File: src/rtl/arbiter_stream_mux_if.sv
// Bundle of upstream (s_*) and downstream (m_*) stream signals around the mux.
// The master view belongs to the mux; the slave view belongs to the sources/sink.
interface arbiter_stream_mux_if #(
   parameter int NUM_PORTS  = 4,
   parameter int DATA_WIDTH = 32
);
   logic [NUM_PORTS*DATA_WIDTH-1:0] s_data;
   logic [NUM_PORTS-1:0]            s_valid;
   logic [NUM_PORTS-1:0]            s_last;
   logic [NUM_PORTS-1:0]            s_ready;
   logic [DATA_WIDTH-1:0]           m_data;
   logic                            m_valid;
   logic                            m_last;
   logic                            m_ready;

   modport master (
      input  s_data, s_valid, s_last, m_ready,
      output s_ready, m_data, m_valid, m_last
   );

   modport slave (
      output s_data, s_valid, s_last, m_ready,
      input  s_ready, m_data, m_valid, m_last
   );
endinterface

File: src/rtl/arbiter_stream_mux.sv
// Packet-aware round-robin stream mux: one upstream port owns the downstream
// stream for a whole packet, or until MAX_BEATS beats have been accepted.
module arbiter_stream_mux #(
   parameter int NUM_PORTS  = 4,
   parameter int DATA_WIDTH = 32,
   parameter int MAX_BEATS  = 16
) (
   input  logic                 clk,
   input  logic                 rst,
   arbiter_stream_mux_if.master bus,
   output logic [NUM_PORTS-1:0] grant,
   output logic                 active
);
   localparam int PTR_W   = (NUM_PORTS > 1) ? $clog2(NUM_PORTS) : 1;
   localparam int BEATS_W = (MAX_BEATS > 0) ? $clog2(MAX_BEATS + 1) : 1;
   localparam logic [BEATS_W-1:0] BEATS_LAST = (MAX_BEATS > 0) ? BEATS_W'(MAX_BEATS - 1) : '0;
   localparam bit HAS_LIMIT = (MAX_BEATS != 0);

   typedef enum logic {IDLE, XFER} state_t;

   state_t               state_reg, state_next;
   logic [NUM_PORTS-1:0] grant_reg, grant_next;
   logic [PTR_W-1:0]     last_port_reg, last_port_next;
   logic [BEATS_W-1:0]   beats_reg, beats_next;

   logic [PTR_W-1:0]      sel_port;
   logic                  sel_found;
   logic [PTR_W-1:0]      cur_port;
   logic [DATA_WIDTH-1:0] masked_data [NUM_PORTS];
   logic [DATA_WIDTH-1:0] m_data_mux;
   logic                  m_valid_w;
   logic                  m_last_w;
   logic                  accept;
   logic                  release_now;

   // grant_reg is one-hot or zero, so an AND-OR mux is enough and yields 0 in IDLE
   genvar gi;
   generate
      for (gi = 0; gi < NUM_PORTS; gi++) begin : g_mask
         assign masked_data[gi] = grant_reg[gi] ? bus.s_data[gi*DATA_WIDTH +: DATA_WIDTH] : '0;
      end
   endgenerate

   always_comb begin
      m_data_mux = '0;
      for (int i = 0; i < NUM_PORTS; i++) begin
         m_data_mux = m_data_mux | masked_data[i];
      end
   end

   always_comb begin
      cur_port = '0;
      for (int i = 0; i < NUM_PORTS; i++) begin
         if (grant_reg[i]) cur_port = PTR_W'(i);
      end
   end

   // Walk from farthest to nearest so the nearest requester after last_port wins
   always_comb begin
      logic [PTR_W-1:0] idx;
      sel_found = 1'b0;
      sel_port  = '0;
      idx       = '0;
      for (int k = NUM_PORTS; k >= 1; k--) begin
         idx = PTR_W'((int'(last_port_reg) + k) % NUM_PORTS);
         if (bus.s_valid[idx]) begin
            sel_found = 1'b1;
            sel_port  = idx;
         end
      end
   end

   assign m_valid_w   = |(bus.s_valid & grant_reg);
   assign m_last_w    = |(bus.s_last & grant_reg);
   assign accept      = m_valid_w & bus.m_ready;
   assign release_now = accept & (m_last_w | (HAS_LIMIT && (beats_reg == BEATS_LAST)));

   assign bus.m_data  = m_data_mux;
   assign bus.m_valid = m_valid_w;
   assign bus.m_last  = m_last_w;
   assign bus.s_ready = grant_reg & {NUM_PORTS{bus.m_ready}};
   assign grant       = grant_reg;
   assign active      = (state_reg == XFER);

   always_comb begin
      state_next     = state_reg;
      grant_next     = grant_reg;
      last_port_next = last_port_reg;
      beats_next     = beats_reg;
      case (state_reg)
         IDLE: begin
            if (sel_found) begin
               grant_next = NUM_PORTS'(1) << sel_port;
               beats_next = '0;
               state_next = XFER;
            end
         end
         XFER: begin
            if (accept) beats_next = beats_reg + 1'b1;
            if (release_now) begin
               state_next     = IDLE;
               grant_next     = '0;
               last_port_next = cur_port;
            end
         end
         default: begin
            state_next = IDLE;
            grant_next = '0;
         end
      endcase
   end

   always_ff @(posedge clk) begin
      if (rst) begin
         state_reg     <= IDLE;
         grant_reg     <= '0;
         last_port_reg <= PTR_W'(NUM_PORTS - 1);
         beats_reg     <= '0;
      end else begin
         state_reg     <= state_next;
         grant_reg     <= grant_next;
         last_port_reg <= last_port_next;
         beats_reg     <= beats_next;
      end
   end
endmodule

File: src/flat_wrapper.sv
// flat-port wrapper written by rule: the top's interface ports become plain ports
module arbiter_stream_mux_flat 
#(
   parameter int NUM_PORTS  = 4,
   parameter int DATA_WIDTH = 32,
   parameter int MAX_BEATS  = 16
)
  (clk, rst, grant, active, bus_s_data, bus_s_valid, bus_s_last, bus_m_ready, bus_s_ready, bus_m_data, bus_m_valid, bus_m_last);
  arbiter_stream_mux_if #(.NUM_PORTS(NUM_PORTS), .DATA_WIDTH(DATA_WIDTH)) bus_i ();
  input  logic clk;
  input  logic rst;
  output logic [NUM_PORTS-1:0] grant;
  output logic active;
  input wire logic [$bits(bus_i.s_data)-1:0] bus_s_data;
  input wire logic [$bits(bus_i.s_valid)-1:0] bus_s_valid;
  input wire logic [$bits(bus_i.s_last)-1:0] bus_s_last;
  input wire logic [$bits(bus_i.m_ready)-1:0] bus_m_ready;
  output wire logic [$bits(bus_i.s_ready)-1:0] bus_s_ready;
  output wire logic [$bits(bus_i.m_data)-1:0] bus_m_data;
  output wire logic [$bits(bus_i.m_valid)-1:0] bus_m_valid;
  output wire logic [$bits(bus_i.m_last)-1:0] bus_m_last;
  assign bus_i.s_data = bus_s_data;
  assign bus_i.s_valid = bus_s_valid;
  assign bus_i.s_last = bus_s_last;
  assign bus_i.m_ready = bus_m_ready;
  assign bus_s_ready = bus_i.s_ready;
  assign bus_m_data = bus_i.m_data;
  assign bus_m_valid = bus_i.m_valid;
  assign bus_m_last = bus_i.m_last;
  arbiter_stream_mux #(.NUM_PORTS(NUM_PORTS), .DATA_WIDTH(DATA_WIDTH), .MAX_BEATS(MAX_BEATS)) u_core (.clk(clk), .rst(rst), .bus(bus_i), .grant(grant), .active(active));
endmodule
File: config.mk
export PLATFORM = sky130hd
export DESIGN_NAME = arbiter_stream_mux_flat
export DESIGN_NICKNAME = d
export VERILOG_FILES = /design/src/rtl/arbiter_stream_mux_if.sv /design/src/rtl/arbiter_stream_mux.sv /design/src/flat_wrapper.sv
export SDC_FILE = /design/constraint.sdc
export NUM_CORES = 1
export LEC_CHECK = 0
export BUFFER_PORTS_ARGS = -buffer_cell sky130_fd_sc_hd__buf_2
export CAP_MARGIN = 5
export CORE_AREA = 2 2 70 72
export CTS_CLUSTER_DIAMETER = 60
export CTS_CLUSTER_SIZE = 10
export DETAILED_ROUTE_END_ITERATION = 7
export DIE_AREA = 0 0 72 74
export PLACE_DENSITY = 0.79
export SLEW_MARGIN = 20
export SYNTH_ARGS = -nofsm -noshare
export SYNTH_HDL_FRONTEND = slang
export SYNTH_SLANG_ARGS = --single-unit
File: constraint.sdc
create_clock -name clk -period 1.9 [get_ports clk]
set_input_delay 0.19 -clock clk [delete_from_list [all_inputs] [get_ports clk]]
set_output_delay 0.19 -clock clk [all_outputs]
set_load 0.01 [all_outputs]
Yosys cells after proc, flatten, opt, wreduce, memory -nomap -nowiden --
Cells that the tools add are included.
Storage, ports and cells: logic and storage cells 65, output and inout bits 43, register bits 12
Operators by class: equal/unequal tests 4, add/sub/neg operators 5, order comparisons 4, reduce and logical (&&, ||, !) cells 5, muxes and demuxes 32, bitwise operators 10, shift operators 1
Operator list (count):
- $mux W32 | 4
- $or A32 B32 Y32 | 3
- $and A4 B4 Y4 | 3
- $lt A2 B3 Y1 const B | 4
- $mux W2 | 6
- $mux W1 | 11
- $mux W5 | 2
- $pmux W5 S2 | 1
- $bmux W1 S2 | 4
- $mux W4 | 2
- $pmux W4 S2 | 1
- $reduce_or A4 Y1 | 2
- $reduce_and A2 Y1 | 3
- $add A5 B1 Y5 const B | 1
- $eq A5 B4 Y1 const B | 1
- $add A2 B1 Y2 const B | 2
- $add A2 B2 Y2 const B | 2
- $ne A2 B2 Y1 const B | 2
- $shl A1 B2 Y4 const A | 1
- $and A1 B1 Y1 | 2
- $ne A2 B1 Y1 const B | 1
- $pmux W1 S2 | 1
- $not A1 Y1 | 1
- $or A1 B1 Y1 | 1

Depth between registers and ports, before layout --
Gate-level depths: netlist (run 1).
depth in word-level cells 10, mapped depth 6, depth with buffers taken out 5

Worst setup path before layout (run 1) --
Ideal clock, no wire load.
kind register to register, from reg u_core.grant_reg[2] (netlist: u_core.grant[2]), to reg u_core.last_port_reg[0], library setup time 0.072 ns, path slack 0.465 ns, arrival 1.364 ns, stages on the path, launching flop included 7, period minus slack after synthesis 1.435 ns, path through dfxtp_1 buf_2 a22oi_2 a21oi_1 o21a_1 buf_4 mux2i_1
On the way: word-level cells in the longest chain between the ends 5, elaborated cells between the ends (all ways) 10
RTL lines:
- start: declaration | RTL line arbiter_stream_mux.sv:22 | logic [NUM_PORTS-1:0] grant_reg, grant_next;
- start signal: assignment | RTL line arbiter_stream_mux.sv:121 | grant_reg <= grant_next;
- $and A4 B4 Y4 (on tied branches) | RTL line arbiter_stream_mux.sv:73, arbiter_stream_mux.sv:74
- $reduce_or A4 Y1 (on tied branches) | RTL line arbiter_stream_mux.sv:73, arbiter_stream_mux.sv:74
- $and A1 B1 Y1 or $or A1 B1 Y1 (tied branches) | RTL line arbiter_stream_mux.sv:75, arbiter_stream_mux.sv:76
- $and A1 B1 Y1 | RTL line arbiter_stream_mux.sv:76 | assign release_now = accept & (m_last_w | (HAS_LIMIT && (beats_reg == BEATS_LAST)));
- $reduce_and A2 Y1 (no line)
- end signal: assignment | RTL line arbiter_stream_mux.sv:117 | last_port_reg <= PTR_W'(NUM_PORTS - 1);
- end signal: assignment | RTL line arbiter_stream_mux.sv:122 | last_port_reg <= last_port_next;
- end: declaration | RTL line arbiter_stream_mux.sv:23 | logic [PTR_W-1:0] last_port_reg, last_port_next;
Several ways; a longest one is shown, not always the timed one. A chain may end at the register's enable or synchronous reset.

Worst setup path in the final report (run 1) --
from reg u_core.grant_reg[2] (netlist: u_core.grant[2]), to out bus_m_data[23]
On the way: word-level cells in the longest chain between the ends 3
RTL lines:
- $mux W32 | RTL line arbiter_stream_mux.sv:40 | assign masked_data[gi] = grant_reg[gi] ? bus.s_data[gi*DATA_WIDTH +: DATA_WIDTH] : '0;
- $or A32 B32 Y32 (2 in a row) | RTL line arbiter_stream_mux.sv:47 | m_data_mux = m_data_mux | masked_data[i];
- end: declaration | RTL line flat_wrapper.sv:19 | output wire logic [$bits(bus_i.m_data)-1:0] bus_m_data;
No other way between the ends.

==> metrics.cfg, run 1 <==
[outcome]
result_of_the_run=finished, final reports clean

[finish]
finish.instance_area_mm2=0.00241
leading_cell_types_in_the_layout_fill_and_taps_excluded=sky130_fd_sc_hd__buf_2 (181), sky130_fd_sc_hd__a22oi_1 (66), sky130_fd_sc_hd__nand2_1 (36), sky130_fd_sc_hd__dfxtp_1 (12), sky130_fd_sc_hd__buf_4 (8)
layout.cells.most_common=sky130_fd_sc_hd__buf_2
nets=512
largest_register_ffs=5
drive_gt1_share_pct=53.8
fillers=463
syn_to_final_growth_pct=72.1

[power]
cell_internal_pwr_uw=672
share_clk_of_total_power_pct=27.9
p_per_area_mw_per_mm2=414
combinational_cell_fraction_of_total_power_pct=45.6
switching_share_pct=32.8
power.share.sequential_pct=26.5
p_sw_uw=328
leakage_nw=1.34
max-vdd-ir-drop_mv=0.388

[setup_path]
required_arrival_time_at_the_worst_endpoint_ns=1.71
timing.critical_path.fanout_max=30
timing.reg2reg.setup_slack_ns=0.39
kind_of_critical_path=reg -> out
critical_path.endpoint_type=output port
worstPathCellList=buf_4 -> buf_4 -> a22oi_1 -> nand2_1 -> buf_2
timing.critical_path.slowest_stage_cell=sky130_fd_sc_hd__dfxtp_1
critical_path.max_stage_delay_ns=0.34
worst-endpoint-arrival_ns=1.47
cp-start-kind=register
worst_path_most_repeated_cell=sky130_fd_sc_hd__buf_4

[synthesis]
syn_nets=337
synthesis.instances=196
syn-mean-instance-area_um2=7.15
synth.area.top_cells=sky130_fd_sc_hd__a22oi_1 (35%), sky130_fd_sc_hd__dfxtp_1 (17%), sky130_fd_sc_hd__nand2_1 (9.6%), sky130_fd_sc_hd__clkbuf_1 (2.7%), sky130_fd_sc_hd__nand3b_1 (2.7%)
syn-cell-area_mm2=0.00140
yosysUniqueCellTypes=35
synth_top_cell_by_area=sky130_fd_sc_hd__a22oi_1
synth_top_area_share_pct=35.4
synth-seq-area-share_pct=17.1
synth-seq-cells=12
yosys_warnings=0

[global_route]
grt_overflow=0
groute.layer.met3.usage_pct=7.86
pin_count_of_the_biggest_net_entering_global_routing=31
grt_util_all_layers_pct=20.6
met2_usage_pct=36.6
via_count_of_the_first_global_routing_pass=1931
grt.met1_usage_pct=23.8
initial_antenna_violation_count=5
grt.busiest_layer=met2
grt_first_pass_wirelength_um=8830

[clock_tree]
clock_tree_from_tritoncts=yes
clock_tree.root_cell=sky130_fd_sc_hd__clkbuf_8
cts_setup_buffers=0
post_cts.resized_instances=0
cts_hold_repair.buffers=0
htree_levels=1
cts.sink_count=12
clk_transition_reported_paths_ns=0.05
tritoncts_buffer_count=3
clock_path_buffers=2
clock_insertion_delay_worst_skew_ns=0.24

[timing]
finalSetupViolCount=0
final-max-slew-violation-count=0
worst_clock_skew_ns=0.00364
final.period_utilization_pct=87.3
sum_of_negative_setup_slack_ns=0
maxClockFrequency_mhz=603
finalHoldViolations=0
rel_slew_slack_pct=75.7
rsz_0062_raised_after_global_routing=no
worst_slew_pin_slew_ns=0.360
final.min_clock_period_ns=1.66

[drt]
firstDrtPassIters=4
route.detailed.drc=0
vias=2220
drt-wirelength-per-cell_um=14.4
drt-vias-per-instance=5.20
detail_route.wirelength_um=6140
drtAntennaViolNets=0
detailedRoute.firstIterationViolations=104

[placed_design]
dp.final_hpwl_um=5020
gpl.final_weighted_congestion=0.845
buffer_ports.inserted=181
dpl-instance-area_mm2=0.00235

[floorplanning]
ios=182
floorplan.die_area_mm2=0.00533
die_width_um=72
die_height_um=74
starting_utilization_of_the_core_area_pct=30.5
core_region_area_mm2=0.00460
placementRows=25

[min_path]
worst_hold_path_type=in -> reg

[run]
max_cap_viol_count=0

==> layout make-up <==
class                   instances  area [um2]  share of cell area (%)
repair buffers                189         966                    40.1
well taps                      54        67.6                    2.80
clock buffers                   4        55.1                    2.28
diodes                          3        7.51                   0.311
inverters                       3        11.3                   0.467
flip-flops and latches         12         240                    9.96
multi-input cells             162        1060                    44.1
==> logic make-up (layout without fill, tap and decap cells) <==
group,count (synthesis),after routing,share of synthesized area (%)
simple gates,68,68,23.8
flops,12,12,17.1
other cells,0,3,0
mux,3,3,2.14
fa+ha+maj,2,2,1.79
buf+inv,22,196,6.96
compound gates,87,87,47.0
xor+xnor,2,2,1.25
==> synth_stat cells <==
cell type,n
sky130_fd_sc_hd__a22oi_1,66
sky130_fd_sc_hd__nand2_1,36
sky130_fd_sc_hd__dfxtp_1,12
sky130_fd_sc_hd__clkbuf_1,10
sky130_fd_sc_hd__nand2b_1,5
sky130_fd_sc_hd__nand3b_1,5
sky130_fd_sc_hd__a21oi_1,4
sky130_fd_sc_hd__and2_1,4
sky130_fd_sc_hd__buf_1,4
sky130_fd_sc_hd__nand3_1,4
sky130_fd_sc_hd__nor2_1,4
sky130_fd_sc_hd__nor3_1,4
sky130_fd_sc_hd__a211oi_1,3
sky130_fd_sc_hd__buf_2,3
sky130_fd_sc_hd__inv_1,3
sky130_fd_sc_hd__mux2i_1,3
sky130_fd_sc_hd__a21o_1,2
sky130_fd_sc_hd__a22oi_2,2
sky130_fd_sc_hd__ha_1,2
sky130_fd_sc_hd__o21a_1,2
sky130_fd_sc_hd__o22ai_1,2
sky130_fd_sc_hd__o22ai_2,2
sky130_fd_sc_hd__xnor2_1,2
sky130_fd_sc_hd__a21boi_0,1
sky130_fd_sc_hd__a31oi_1,1
sky130_fd_sc_hd__and3_1,1
sky130_fd_sc_hd__buf_4,1
sky130_fd_sc_hd__buf_6,1
sky130_fd_sc_hd__nor2b_1,1
sky130_fd_sc_hd__nor4_2,1
sky130_fd_sc_hd__o21ai_0,1
sky130_fd_sc_hd__o22a_1,1
sky130_fd_sc_hd__or2_1,1
sky130_fd_sc_hd__or3_1,1
sky130_fd_sc_hd__or3_4,1
==> routing by layer <==
layer / share of wire (%) / vias to the layer above
met2: 49 / 113
met5: 0.34 / -
met3: 11 / 10
met4: 0.65 / 4
met1: 39 / 986
li1: - / 1107
==> path summary, 6_finish.rpt <==
| path | startpoint | to | cells past startpoint |
|---|---|---|---|
| worst max-delay path | u_core.grant[2] | bus_m_data[23] | 5 |
| worst min register to register | u_core.beats_reg[4] | u_core.beats_reg[4] | 2 |
| worst min-delay path | rst | u_core.beats_reg[4] | 2 |
| worst max register to register | u_core.beats_reg[0] | u_core.active | 5 |
==> power by group through the flow <==
stage	Sequential [mW]	Combinational (mW)	Clock, mW
finish	0.265	0.455	0.279
global route	0.265	0.504	0.301
CTS	0.265	0.457	0.287
detailed placement	0.270	0.456	0
global placement	0.269	0.449	0
floorplan	0.270	0.201	0
==> stage by stage <==
| stage | cells | setup WS, ns | power, mW | hold slack [ns] | util, % |
|---|---|---|---|---|---|
| final | 427 | 0.241 | 0.999 | 0.292 | 52.4 |
| after CTS | 424 | 0.248 | 1.01 | 0.290 | 52.3 |
| after detailed placement | 420 | 0.399 | 0.726 | 0.479 | 51.1 |
| after global routing | 425 | 0.161 | 1.07 | 0.311 | 52.3 |
| after floorplan | 196 | 0.465 | 0.471 | 0.362 | - |
| after global placement | 420 | 0.458 | 0.718 | 0.457 | 51.1 |
==> worst max-delay path, delay by kind of cell, from the launching register on <==
| family | cells | cell delay, ns |
|---|---|---|
| AO/OA/AOI/OAI | 1 | 0.14 |
| buffers and inverters | 3 | 0.61 |
| flip-flops | 1 | 0.34 |
| AND/OR/NAND/NOR | 1 | 0.11 |
No activity file was read; power rests on OpenSTA's default activity.
==> run 2: changes to the inputs <==
--- a/config.mk
+++ b/config.mk
@@ -12,7 +12,7 @@
 export CTS_CLUSTER_SIZE = 10
 export DETAILED_ROUTE_END_ITERATION = 7
 export DIE_AREA = 0 0 72 74
-export PLACE_DENSITY = 0.79
+export PLACE_DENSITY = 0.77
 export SLEW_MARGIN = 20
 export SYNTH_ARGS = -nofsm -noshare
 export SYNTH_HDL_FRONTEND = slang
==> run 2 against run 1 <==
Effect of this change: clock power up 3%; cell count decreased by 0.47%; first-iteration DRC count is 29% lower; hold slack gained 0.012 ns; flip-flop and latch count did not move; sequential power barely moved; global-route usage grew 0.26 points; critical path depth unchanged; clock skew up 0.0029 ns; sequential share of layout area about the same; critical path type unchanged; largest power group unchanged.
==> metrics.cfg, run 2 (synthesized netlist as in run 1, its figures left out) <==
[clock_tree]
clock_insertion_delay_worst_skew_ns=0.25
cts.sink_count=12
tritoncts_buffer_count=3
clock_path_buffers=2
post_cts.resized_instances=0
cts_setup_buffers=0
cts_hold_repair.buffers=0
clock_tree.root_cell=sky130_fd_sc_hd__clkbuf_8
clk_transition_reported_paths_ns=0.06
htree_levels=1
clock_tree_from_tritoncts=yes

[setup_path]
timing.critical_path.fanout_max=21
required_arrival_time_at_the_worst_endpoint_ns=1.71
timing.rr.start=u_core.grant[1]
critical_path.endpoint_type=output port
worst-endpoint-arrival_ns=1.45
startpoint=u_core.grant[0]
kind_of_critical_path=reg -> out
cp-start-kind=register

[timing]
finalSetupViolCount=0
final-max-slew-violation-count=0
final.period_utilization_pct=86.1
worst_slew_pin_slew_ns=0.337
rsz_0062_raised_after_global_routing=no
rel_slew_slack_pct=77.3
final.min_clock_period_ns=1.64
fin_ws_ns=0.265
finalHoldViolations=0
maxClockFrequency_mhz=611
worst_clock_skew_ns=0.00650
sum_of_negative_setup_slack_ns=0

[floorplanning]
die_height_um=74
starting_utilization_of_the_core_area_pct=30.5
ios=182
core_region_area_mm2=0.00460
die_width_um=72
floorplan.die_area_mm2=0.00533
placementRows=25

[power]
power.share.sequential_pct=26.1
leakage_nw=1.34
p_per_area_mw_per_mm2=420
max-vdd-ir-drop_mv=0.444
combinational_cell_fraction_of_total_power_pct=45.4
cell_internal_pwr_uw=672
p_sw_uw=339
switching_share_pct=33.5
share_clk_of_total_power_pct=28.5

[drt]
detail_route.wirelength_um=6200
firstDrtPassIters=5
drt-wirelength-per-cell_um=14.6
route.detailed.drc=0
drtAntennaViolNets=0
vias=2260
drt-vias-per-instance=5.32
detailedRoute.firstIterationViolations=74

[global_route]
pin_count_of_the_biggest_net_entering_global_routing=26
via_count_of_the_first_global_routing_pass=1900
initial_antenna_violation_count=1
grt_overflow=0
grt_util_all_layers_pct=20.9
grt_first_pass_wirelength_um=8820

[min_path]
worst_hold_path_type=in -> reg
hp-start=rst

[placed_design]
buffer_ports.inserted=181
gpl.final_weighted_congestion=0.839
dp.final_hpwl_um=5010
dp_worst_slack_ns=0.423
dpl-instance-area_mm2=0.00235
placed_cells=420

[finish]
largest_register_ffs=5
finish.instance_area_mm2=0.00241
instances_no_fill=425
drive_gt1_share_pct=53.8
layout.cells.most_common=sky130_fd_sc_hd__buf_2
fillers=464
syn_to_final_growth_pct=71.7
leading_cell_types_in_the_layout_fill_and_taps_excluded=sky130_fd_sc_hd__buf_2 (181), sky130_fd_sc_hd__a22oi_1 (66), sky130_fd_sc_hd__nand2_1 (36), sky130_fd_sc_hd__dfxtp_1 (12), sky130_fd_sc_hd__buf_4 (8)
final_core_util_pct=52.3
nets=512

[run]
max_cap_viol_count=0

[outcome]
result_of_the_run=finished, final reports clean

run 2: cell types whose count changed in the layout (fill, tap and decap cells not counted), sizes merged:
cell	delta
diode	-2
run 2: cell type report:
class | count | area, um2 | share of cell area, %
tap | 54 | 67.6 | 2.81
sequential | 12 | 240 | 9.98
antenna | 1 | 2.50 | 0.104
inverter | 3 | 11.3 | 0.468
timing repair buffer | 189 | 966 | 40.1
multi-input combinational | 162 | 1060 | 44.2
clock buffer | 4 | 55.1 | 2.29
run 2: path summary, 6_finish.rpt:
check / cells past startpoint / endpoint / slack, ns
min: 2 / u_core.beats_reg[4] / 0.30
max: 5 / bus_m_data[25] / 0.26
min reg2reg: 2 / u_core.beats_reg[4] / 0.47
max reg2reg: 5 / u_core.last_port_reg[0] / 0.42
run 2: per-stage QoR:
stage | power (mW) | hold WS, ns
5_1_grt | 1.07 | 0.318
3_3_place_gp | 0.723 | 0.456
4_1_cts | 1.02 | 0.289
2_1_floorplan | 0.471 | 0.362
6_report | 1.01 | 0.304
3_5_place_dp | 0.727 | 0.468
run 2: power groups by stage:
stage                     Sequential (mW)  Clock [mW]  Combinational (mW)
after floorplan                     0.270           0               0.201
after global placement              0.269           0               0.453
after detailed placement            0.269           0               0.458
after CTS                           0.264       0.297               0.460
after global routing                0.265       0.304               0.505
final                               0.264       0.288               0.458
run 2: critical path, stage by stage (launching register included):
cell                      delay [ns]
sky130_fd_sc_hd__dfxtp_1        0.34
sky130_fd_sc_hd__buf_4          0.27
sky130_fd_sc_hd__buf_4          0.26
sky130_fd_sc_hd__a22oi_1        0.13
sky130_fd_sc_hd__nand2_1        0.07
sky130_fd_sc_hd__buf_2          0.12
run 2: metal layers:
metal | vias up | track usage (%) | share of wire [%]
met5 | - | 0 | 0
met4 | 0 | 4.61 | 0.92
met3 | 5 | 4.88 | 10
met2 | 128 | 36.6 | 49
met1 | 1018 | 26.2 | 40
li1 | 1109 | - | -
==> run 3: changes to the inputs <==
--- a/config.mk
+++ b/config.mk
@@ -13,7 +13,6 @@
 export DETAILED_ROUTE_END_ITERATION = 7
 export DIE_AREA = 0 0 72 74
 export PLACE_DENSITY = 0.77
-export SLEW_MARGIN = 20
 export SYNTH_ARGS = -nofsm -noshare
 export SYNTH_HDL_FRONTEND = slang
 export SYNTH_SLANG_ARGS = --single-unit
==> constraint.sdc (replaced) <==
create_clock -name clk -period 1.9 [get_ports clk]
set_input_delay 0.095 -clock clk [delete_from_list [all_inputs] [get_ports clk]]
set_output_delay 0.095 -clock clk [all_outputs]
set_load 0.01 [all_outputs]
==> run 3 against run 2 <==
Effect of this change: global-route usage grew 0.17 points; clock skew shrank 0.0052 ns; flip-flop and latch count is the same; clock power shrank 20%; cell area shrank 1.5%; critical path type is now reg -> reg; critical endpoint is now u_core.last_port_reg[1]; largest power group unchanged.
==> metrics.cfg, run 3 (synthesized netlist as in run 1, its figures left out) <==
[outcome]
result_of_the_run=finished, final reports clean

[global_route]
grt_first_pass_wirelength_um=9000
grt_util_all_layers_pct=21.1
grt_overflow=0
pin_count_of_the_biggest_net_entering_global_routing=37
initial_antenna_violation_count=1
via_count_of_the_first_global_routing_pass=1902

[min_path]
worst_hold_path_type=in -> reg
hold_path_depth=2

[floorplanning]
floorplan.die_area_mm2=0.00533
core_region_area_mm2=0.00460
placementRows=25
die_width_um=72
ios=182
starting_utilization_of_the_core_area_pct=30.5
die_height_um=74

[timing]
final.min_clock_period_ns=1.54
final.period_utilization_pct=81.1
worst_slew_pin_slew_ns=0.420
finalHoldViolations=0
rel_slew_slack_pct=71.7
rsz_0062_raised_after_global_routing=no
worst_clock_skew_ns=0.00134
finalSetupViolCount=0
sum_of_negative_setup_slack_ns=0
final-max-slew-violation-count=0
maxClockFrequency_mhz=649
fin_hold_ws_ns=0.193
fin_ws_ns=0.359

[placed_design]
dp_worst_slack_ns=0.386
dp.final_hpwl_um=5090
buffer_ports.inserted=181
gpl.final_weighted_congestion=0.849

[drt]
drt-wirelength-per-cell_um=14.9
firstDrtPassIters=4
detailedRoute.firstIterationViolations=73
drtAntennaViolNets=0
route.detailed.drc=0
vias=2175
drt-vias-per-instance=5.17
detail_route.wirelength_um=6290

[clock_tree]
clk_transition_reported_paths_ns=0.05
clock_tree_from_tritoncts=yes
clock_insertion_delay_worst_skew_ns=0.24
htree_levels=1
cts_setup_buffers=0
cts.sink_count=12
cts_hold_repair.buffers=0
clock_tree.root_cell=sky130_fd_sc_hd__clkbuf_8
tritoncts_buffer_count=3
clock_path_buffers=2
post_cts.resized_instances=0

[setup_path]
required_arrival_time_at_the_worst_endpoint_ns=2.07
reg2regPathDepth=4
worst-endpoint-arrival_ns=1.71
critical_path.endpoint_type=register
kind_of_critical_path=reg -> reg
cp-start-kind=register
timing.critical_path.fanout_max=7

[finish]
syn_to_final_growth_pct=69.1
leading_cell_types_in_the_layout_fill_and_taps_excluded=sky130_fd_sc_hd__buf_2 (181), sky130_fd_sc_hd__a22oi_1 (66), sky130_fd_sc_hd__nand2_1 (36), sky130_fd_sc_hd__dfxtp_1 (12)
largest_register_ffs=5
drive_gt1_share_pct=53.3
fillers=472
layout.cells.most_common=sky130_fd_sc_hd__buf_2
nets=509

[power]
p_per_area_mw_per_mm2=401
leakage_nw=1.31
max-vdd-ir-drop_mv=0.432

[run]
max_cap_viol_count=0

run 3: cell types whose count changed in the layout (fill, tap and decap cells not counted), sizes merged:
cell	delta
buf	-3
clkbuf	-1
run 3: final timing paths:
path / startpoint / endpoint / slack [ns]
worst min register to register: u_core.beats_reg[4] / u_core.beats_reg[4] / 0.47
worst max-delay path: u_core.grant[2] / u_core.last_port_reg[1] / 0.36
worst min-delay path: rst / u_core.beats_reg[0] / 0.19
worst max register to register: u_core.grant[2] / u_core.last_port_reg[1] / 0.36
run 3: metrics by stage:
stage / instance area, um2 / instances / total power [mW] / util [%]
floorplan: 1400 / 196 / 0.471 / -
global placement: 2330 / 417 / 0.719 / 50.6
global route: 2370 / 420 / 1.01 / 51.5
finish: 2370 / 421 / 0.950 / 51.5
detailed placement: 2330 / 417 / 0.724 / 50.6
CTS: 2370 / 420 / 0.957 / 51.5
run 3: metal layers:
metal	global-route usage (%)	up-vias	part of all wire [%]
met5	0	-	0
met4	5.45	0	1.5
met3	4.07	7	9.8
met2	37.1	117	49
met1	26.5	951	39
li1	-	1100	-
run 3: final cells by class:
| type | instances | area [um2] | share of cell area, % |
|---|---|---|---|
| antenna | 1 | 2.50 | 0.106 |
| clock buffer | 3 | 41.3 | 1.74 |
| inverter | 3 | 11.3 | 0.475 |
| multi-input combinational | 162 | 1060 | 44.9 |
| sequential | 12 | 240 | 10.1 |
| tap | 54 | 67.6 | 2.85 |
| timing repair buffer | 186 | 943 | 39.8 |
run 3: worst max-delay path, cell delays in order (launching register included):
cell,delay [ns]
sky130_fd_sc_hd__dfxtp_1,0.38
sky130_fd_sc_hd__a22oi_2,0.13
sky130_fd_sc_hd__a21oi_1,0.33
sky130_fd_sc_hd__o21a_1,0.39
sky130_fd_sc_hd__mux2i_1,0.23
run 3: power by group:
group          switching [mW]  total, mW  internal (mW)  leakage [nW]
Clock                  0.0910      0.231          0.139        0.0216
Combinational           0.228      0.453          0.225          1.19
Sequential            0.00723      0.266          0.259        0.0975
